===== src/rtl/operand_stack_pkg.sv =====
// Shared types for the operand stack: command opcodes and field widths.
package operand_stack_pkg;

  localparam int CMD_W = 3;

  typedef enum logic [CMD_W-1:0] {
    NOP   = 3'd0,
    PUSH  = 3'd1,
    POP1  = 3'd2,
    POP2  = 3'd3,
    PEEK  = 3'd4,
    CLEAR = 3'd5
  } stack_cmd_e;

endpackage


===== src/rtl/operand_stack_mem.sv =====
// Operand storage: one synchronous write port, two combinational read ports.
// The array is deliberately not reset; the stack count defines which entries are live.
module operand_stack_mem #(
  parameter int WIDTH = 36,
  parameter int DEPTH = 10,
  parameter int AW    = $clog2(DEPTH)
) (
  input  logic             clk,
  input  logic             we,
  input  logic [AW-1:0]    waddr,
  input  logic [WIDTH-1:0] wdata,
  input  logic [AW-1:0]    raddr_a,
  input  logic [AW-1:0]    raddr_b,
  output logic [WIDTH-1:0] rdata_a,
  output logic [WIDTH-1:0] rdata_b
);

  logic [WIDTH-1:0] mem [DEPTH];

  always_ff @(posedge clk) begin
    if (we) mem[waddr] <= wdata;
  end

  assign rdata_a = mem[raddr_a];
  assign rdata_b = mem[raddr_b];

endmodule


===== src/rtl/operand_stack.sv =====
// Operand stack with a valid/ready command port and a held two-operand response.
// Define OPERAND_STACK_ERR_EN to add sticky overflow/underflow flags with a clear input.
module operand_stack
  import operand_stack_pkg::*;
#(
  parameter int WIDTH = 36,
  parameter int DEPTH = 10
) (
  input  logic                       clk,
  input  logic                       reset,
  input  logic                       cmd_valid,
  output logic                       cmd_ready,
  input  logic [CMD_W-1:0]           cmd,
  input  logic signed [WIDTH-1:0]    d,
  output logic                       rsp_valid,
  input  logic                       rsp_ready,
  output logic signed [WIDTH-1:0]    q1,
  output logic signed [WIDTH-1:0]    q2,
  output logic [$clog2(DEPTH+1)-1:0] count,
  output logic                       full,
  output logic                       empty
`ifdef OPERAND_STACK_ERR_EN
  ,
  output logic                       err_ovf,
  output logic                       err_udf,
  input  logic                       err_clr
`endif
);

  localparam int CW = $clog2(DEPTH+1);
  localparam int AW = $clog2(DEPTH);

  stack_cmd_e       op;
  logic             accept;
  logic             has1;
  logic             has2;
  logic             push_ok;
  logic [AW-1:0]    top_addr;
  logic [AW-1:0]    next_addr;
  logic [WIDTH-1:0] top_data;
  logic [WIDTH-1:0] next_data;

  assign op        = stack_cmd_e'(cmd);
  assign cmd_ready = !rsp_valid || rsp_ready;
  assign accept    = cmd_valid && cmd_ready;
  assign full      = (count == CW'(DEPTH));
  assign empty     = (count == '0);
  assign has1      = (count != '0);
  assign has2      = (count > CW'(1));
  assign push_ok   = accept && (op == PUSH) && !full;

  // Read addresses are parked at 0 when absent so the array is never indexed out of range.
  assign top_addr  = has1 ? AW'(count - CW'(1)) : '0;
  assign next_addr = has2 ? AW'(count - CW'(2)) : '0;

  operand_stack_mem #(
    .WIDTH (WIDTH),
    .DEPTH (DEPTH),
    .AW    (AW)
  ) u_mem (
    .clk     (clk),
    .we      (push_ok),
    .waddr   (AW'(count)),
    .wdata   (d),
    .raddr_a (top_addr),
    .raddr_b (next_addr),
    .rdata_a (top_data),
    .rdata_b (next_data)
  );

  always_ff @(posedge clk) begin
    if (reset) begin
      count     <= '0;
      rsp_valid <= 1'b0;
      q1        <= '0;
      q2        <= '0;
    end else begin
      if (rsp_valid && rsp_ready) rsp_valid <= 1'b0;
      if (accept) begin
        case (op)
          PUSH: begin
            if (!full) count <= count + CW'(1);
          end
          POP1: begin
            rsp_valid <= 1'b1;
            q1        <= has1 ? top_data : '0;
            q2        <= '0;
            if (has1) count <= count - CW'(1);
          end
          POP2: begin
            rsp_valid <= 1'b1;
            q1        <= has1 ? top_data : '0;
            q2        <= has2 ? next_data : '0;
            count     <= has2 ? count - CW'(2) : '0;
          end
          PEEK: begin
            rsp_valid <= 1'b1;
            q1        <= has1 ? top_data : '0;
            q2        <= has2 ? next_data : '0;
          end
          CLEAR: begin
            count <= '0;
          end
          default: begin
          end
        endcase
      end
    end
  end

`ifdef OPERAND_STACK_ERR_EN
  logic ovf_evt;
  logic udf_evt;

  assign ovf_evt = accept && (op == PUSH) && full;
  assign udf_evt = accept && ((op == POP1) || (op == POP2)) && !has1;

  // A new event in the same cycle as err_clr keeps the flag set.
  always_ff @(posedge clk) begin
    if (reset) begin
      err_ovf <= 1'b0;
      err_udf <= 1'b0;
    end else begin
      if (ovf_evt)      err_ovf <= 1'b1;
      else if (err_clr) err_ovf <= 1'b0;
      if (udf_evt)      err_udf <= 1'b1;
      else if (err_clr) err_udf <= 1'b0;
    end
  end
`endif

endmodule


===== config.mk =====
export PLATFORM = sky130hd
export DESIGN_NAME = operand_stack
export DESIGN_NICKNAME = d
export VERILOG_FILES = /design/src/rtl/operand_stack_pkg.sv /design/src/rtl/operand_stack_mem.sv /design/src/rtl/operand_stack.sv
export SDC_FILE = /design/constraint.sdc
export NUM_CORES = 1
export LEC_CHECK = 0
export CORE_ASPECT_RATIO = 1.5
export CORE_MARGIN = 5
export CORE_UTILIZATION = 35
export DETAILED_ROUTE_END_ITERATION = 10
export PLACE_DENSITY = 0.55
export SETUP_SLACK_MARGIN = 0.05
export SLEW_MARGIN = 20
export SYNTH_ARGS = -nofsm -noshare
export SYNTH_HDL_FRONTEND = slang
export SYNTH_SLANG_ARGS = --single-unit

===== constraint.sdc =====
create_clock -name clk -period 8.58 [get_ports clk]
set_clock_uncertainty 0.15 [all_clocks]
set_input_delay 0.858 -clock clk [delete_from_list [all_inputs] [get_ports clk]]
set_output_delay 0.858 -clock clk [all_outputs]
set_load 0.03 [all_outputs]

==> results by group <==
Place
  • Hpwl dp: 39.00 mm
  • Placer's final routability congestion estimate: 0.8633
  • Post-place setup slack: 4.202 ns
  • DP Area: 22730 um2
  • PortBufs: 122

Finish
  • Fin nets: 1719
  • Final core occ: 40.95%
  • Finished Cell Area: 24180 um2
  • Layout cells sized above 1: 11.99%
  • Area delta synth->final: 15.81%
  • Filler cells: 5439

Timing
  • Max_slew headroom: 22.48%
  • Final hold vios: 0
  • Crit share post-route: 52.59%
  • RSZ-0062 raised after global routing: false
  • Final Setup Violations: 0
  • Min Clock Period, post-route: 4.512 ns
  • Slew Viols, Final: 0
  • Achievable Freq: 221.6 MHz
  • Worst-Margin Slew: 1.159 ns
  • Setup TNS Final: 0 ns
  • Fin worst setup slack: 4.068 ns
  • Min Hold Slack: 0.3176 ns

Drt
  • Drt pass-1 iters: 7
  • WL met3: 3.485 mm
  • Via count: 15048
  • DR vias/cell: 6.063
  • Met2 wire len: 35.29 mm
  • Met1 Routed Length: 26.83 mm
  • 1st-iter DRT viols: 1238
  • Post-route DRC: 0
  • Wirelength, routed: 68.44 mm
  • Avg WL per Cell: 27.57 um
  • Max layer used: met4
  • Final ANT Viol Nets: 0

Synthesis
  • Synthesized net count: 1668
  • Syn Std Cell Area: 20880 um2
  • Synth Area in Adders: 0.4794%
  • Synth unique cells: 68
  • Syn avg cell area: 12.91 um2
  • EDFF count, synth: 360
  • Share of the synthesized area in compound gates (AO/OA/AOI/OAI): 21.33%
  • Ys Warns: 0
  • Simple-Gate Fraction of Synth Area: 5.884%
  • XOR/XNOR Fraction of Synth Area: 0.1258%
  • Fraction of registers with async set/reset: 0%
  • Post-synth top flop: edfxtp_1
  • Sequential fraction of the synthesis area: 59.16%
  • Combinational family with the most area after synthesis: compound AO/OA/AOI/OAI gates
  • Cell count after synthesis: 1617
  • Mux contribution to synthesized area: 9.372%
  • #FFs+latches synth: 437

Global route
  • Total gr overflow: 0
  • Vias in the first global route: 15669
  • GRT Total Usage: 20.49%
  • Initial antenna violation count: 2
  • Largest net degree at the start of global routing: 197
  • First-pass GRT wire length: 101.2 mm

Clock network
  • Clock Sink Count: 437
  • CTS max path bufs: 3
  • Worst skew pair latency: 0.56 ns
  • CTS tree: yes
  • Post_cts resized: 0
  • Maximum level of the CTS H-tree: 2
  • Reg clk slew, reported paths: 0.06 ns
  • Post-CTS Hold Fix Bufs: 0
  • Post-CTS Setup Bufs: 0
  • Root buffer cell: clkbuf_16
  • CTS Buf Count: 42

Pwr
  • Net Sw Frac: 24.63%
  • Seq pwr share: 48.3%
  • Clock power share: 40.9%
  • Sw Pwr: 0.001176 W
  • Leak: 7.520 nW
  • Int Pwr: 0.003600 W
  • Max IR drop VDD: 0.0001330 V
  • Combinational Power Share: 10.8%
  • PwrDens: 197.5 nW/um2

Setup path
  • WS Path Type: flip-flop to output port
  • Reg-to-reg startpoint: count[0]
  • R2r endpoint: q1[8]
  • Crit path arrival time: 3.50 ns
  • Crit path cell chain: inv_2 -> ha_2 -> or3b_1 -> clkinv_2 -> clkdlybuf4s50_1
  • Critical-path maximum fanout: 29
  • Crit-path max cell delay: 0.79 ns
  • Worst Path Required: 7.57 ns
  • Cell at the slowest stage of the critical path: clkdlybuf4s50_1
  • FF-to-FF setup slack: 4.18 ns
  • CP startpoint kind: flip-flop
  • CP Capture Type: output port
  • R2R depth: 10

Hold path
  • Worst hold stages: 2
  • Hold endpoint: q2[6]
  • Hold Startpoint: q2[6]
  • Worst hold-check path type: flip-flop to flip-flop

Floorplan
  • I/O pins: 123
  • Die area: 64740 um2
  • Core area: 59050 um2
  • Initial Utilization: 35.36%
  • Chip height: 309.1 um
  • Core Rows: 109
  • DIE WIDTH: 209.4 um

Outcome
  • Status: completed

Job
  • MaxCap Viol Count: 0
per-layer routing:
layer,vias to the layer above,GRT usage (%)
li1,6635,-
met3,163,2.922
met5,-,0
met1,7679,24.50
met2,571,36.76
met4,0,8.867
per-stage QoR:
stage	power (W)	std cells
floorplan	0.002668	1617
global placement	0.002862	2400
detailed placement	0.002867	2401
CTS	0.004816	2479
global route	0.004930	2480
finish	0.004776	2482
registers in the layout (all words and copies together) (netlist names):
signal	count
q1	36
rsp_valid	1
u_mem.mem	360
q2	36
count	4
power by group through the flow:
stage	clock network (W)	registers [W]	logic, W
final	0.00195	0.00231	0.000515
after global routing	0.00207	0.00231	0.000548
after CTS	0.00199	0.00231	0.000515
after detailed placement	0	0.00235	0.000513
after global placement	0	0.00235	0.000508
after floorplan	0	0.00236	0.000310
placed cells by master, fill, tap and decap left out, drive strengths merged, types with 34 or more instances in the layout:
cell           instances
a211oi                90
a21oi                120
a221oi                79
a22oi                 34
and2                  76
buf                   34
clkbuf                53
clkdlybuf4s50        121
dfxtp                 77
edfxtp               360
mux2                  52
mux2i                137
nand2                 66
o21ai                 63
o2bb2ai               40
cell type report:
| type | count | area [um2] | area share [%] |
|---|---|---|---|
| sequential | 437 | 12360 | 51.10 |
| tap | 777 | 972.2 | 4.020 |
| timing repair buffer | 155 | 1496 | 6.189 |
| multi-input combinational | 1022 | 7870 | 32.55 |
| clock inverter | 25 | 297.8 | 1.232 |
| antenna | 3 | 7.507 | 0.03105 |
| inverter | 10 | 38.79 | 0.1604 |
| clock buffer | 53 | 1142 | 4.724 |
cells by family after synthesis:
kind of cell / count (synthesis)
adder cells (fa/ha/maj): 8
buffers and inverters: 158
flip-flops: 437
AO/OA/AOI/OAI: 598
XOR/XNOR: 3
multiplexers: 189
AND/OR/NAND/NOR: 224
how the worst max path moves through the flow:
stage,startpoint,end,cells past startpoint
2_1_floorplan,count[0],u_mem.mem[0][0],8
3_3_place_gp,cmd[1],q2[34],6
3_5_place_dp,count[0],q1[8],10
4_1_cts,count[0],empty,5
5_1_grt,count[0],empty,5
6_report,count[0],empty,5
critical path, delay by kind of cell, from the launching register on:
family	cells	cell delay [ns]
DFF	1	0.46
adders and majority gates	1	0.31
and+or+nand+nor	1	0.56
buffers and inverters	3	1.59
cells in the mapped netlist (all sizes together) (34+ instances only):
| cell | count | share of area [%] |
|---|---|---|
| edfxtp | 360 | 52 |
| mux2i | 137 | 6.6 |
| a21oi | 120 | 2.9 |
| a211oi | 90 | 3.5 |
| clkbuf | 81 | 1.5 |
| a221oi | 79 | 3.4 |
| dfxtp | 77 | 7.4 |
| and2 | 76 | 2.3 |
| buf | 67 | 2.0 |
| nand2 | 66 | 1.2 |
| o21ai | 63 | 1.6 |
| mux2 | 52 | 2.8 |
| o2bb2ai | 40 | 1.7 |
| a22oi | 34 | 1.2 |
Note: power is estimated with default switching activity, not from simulation.
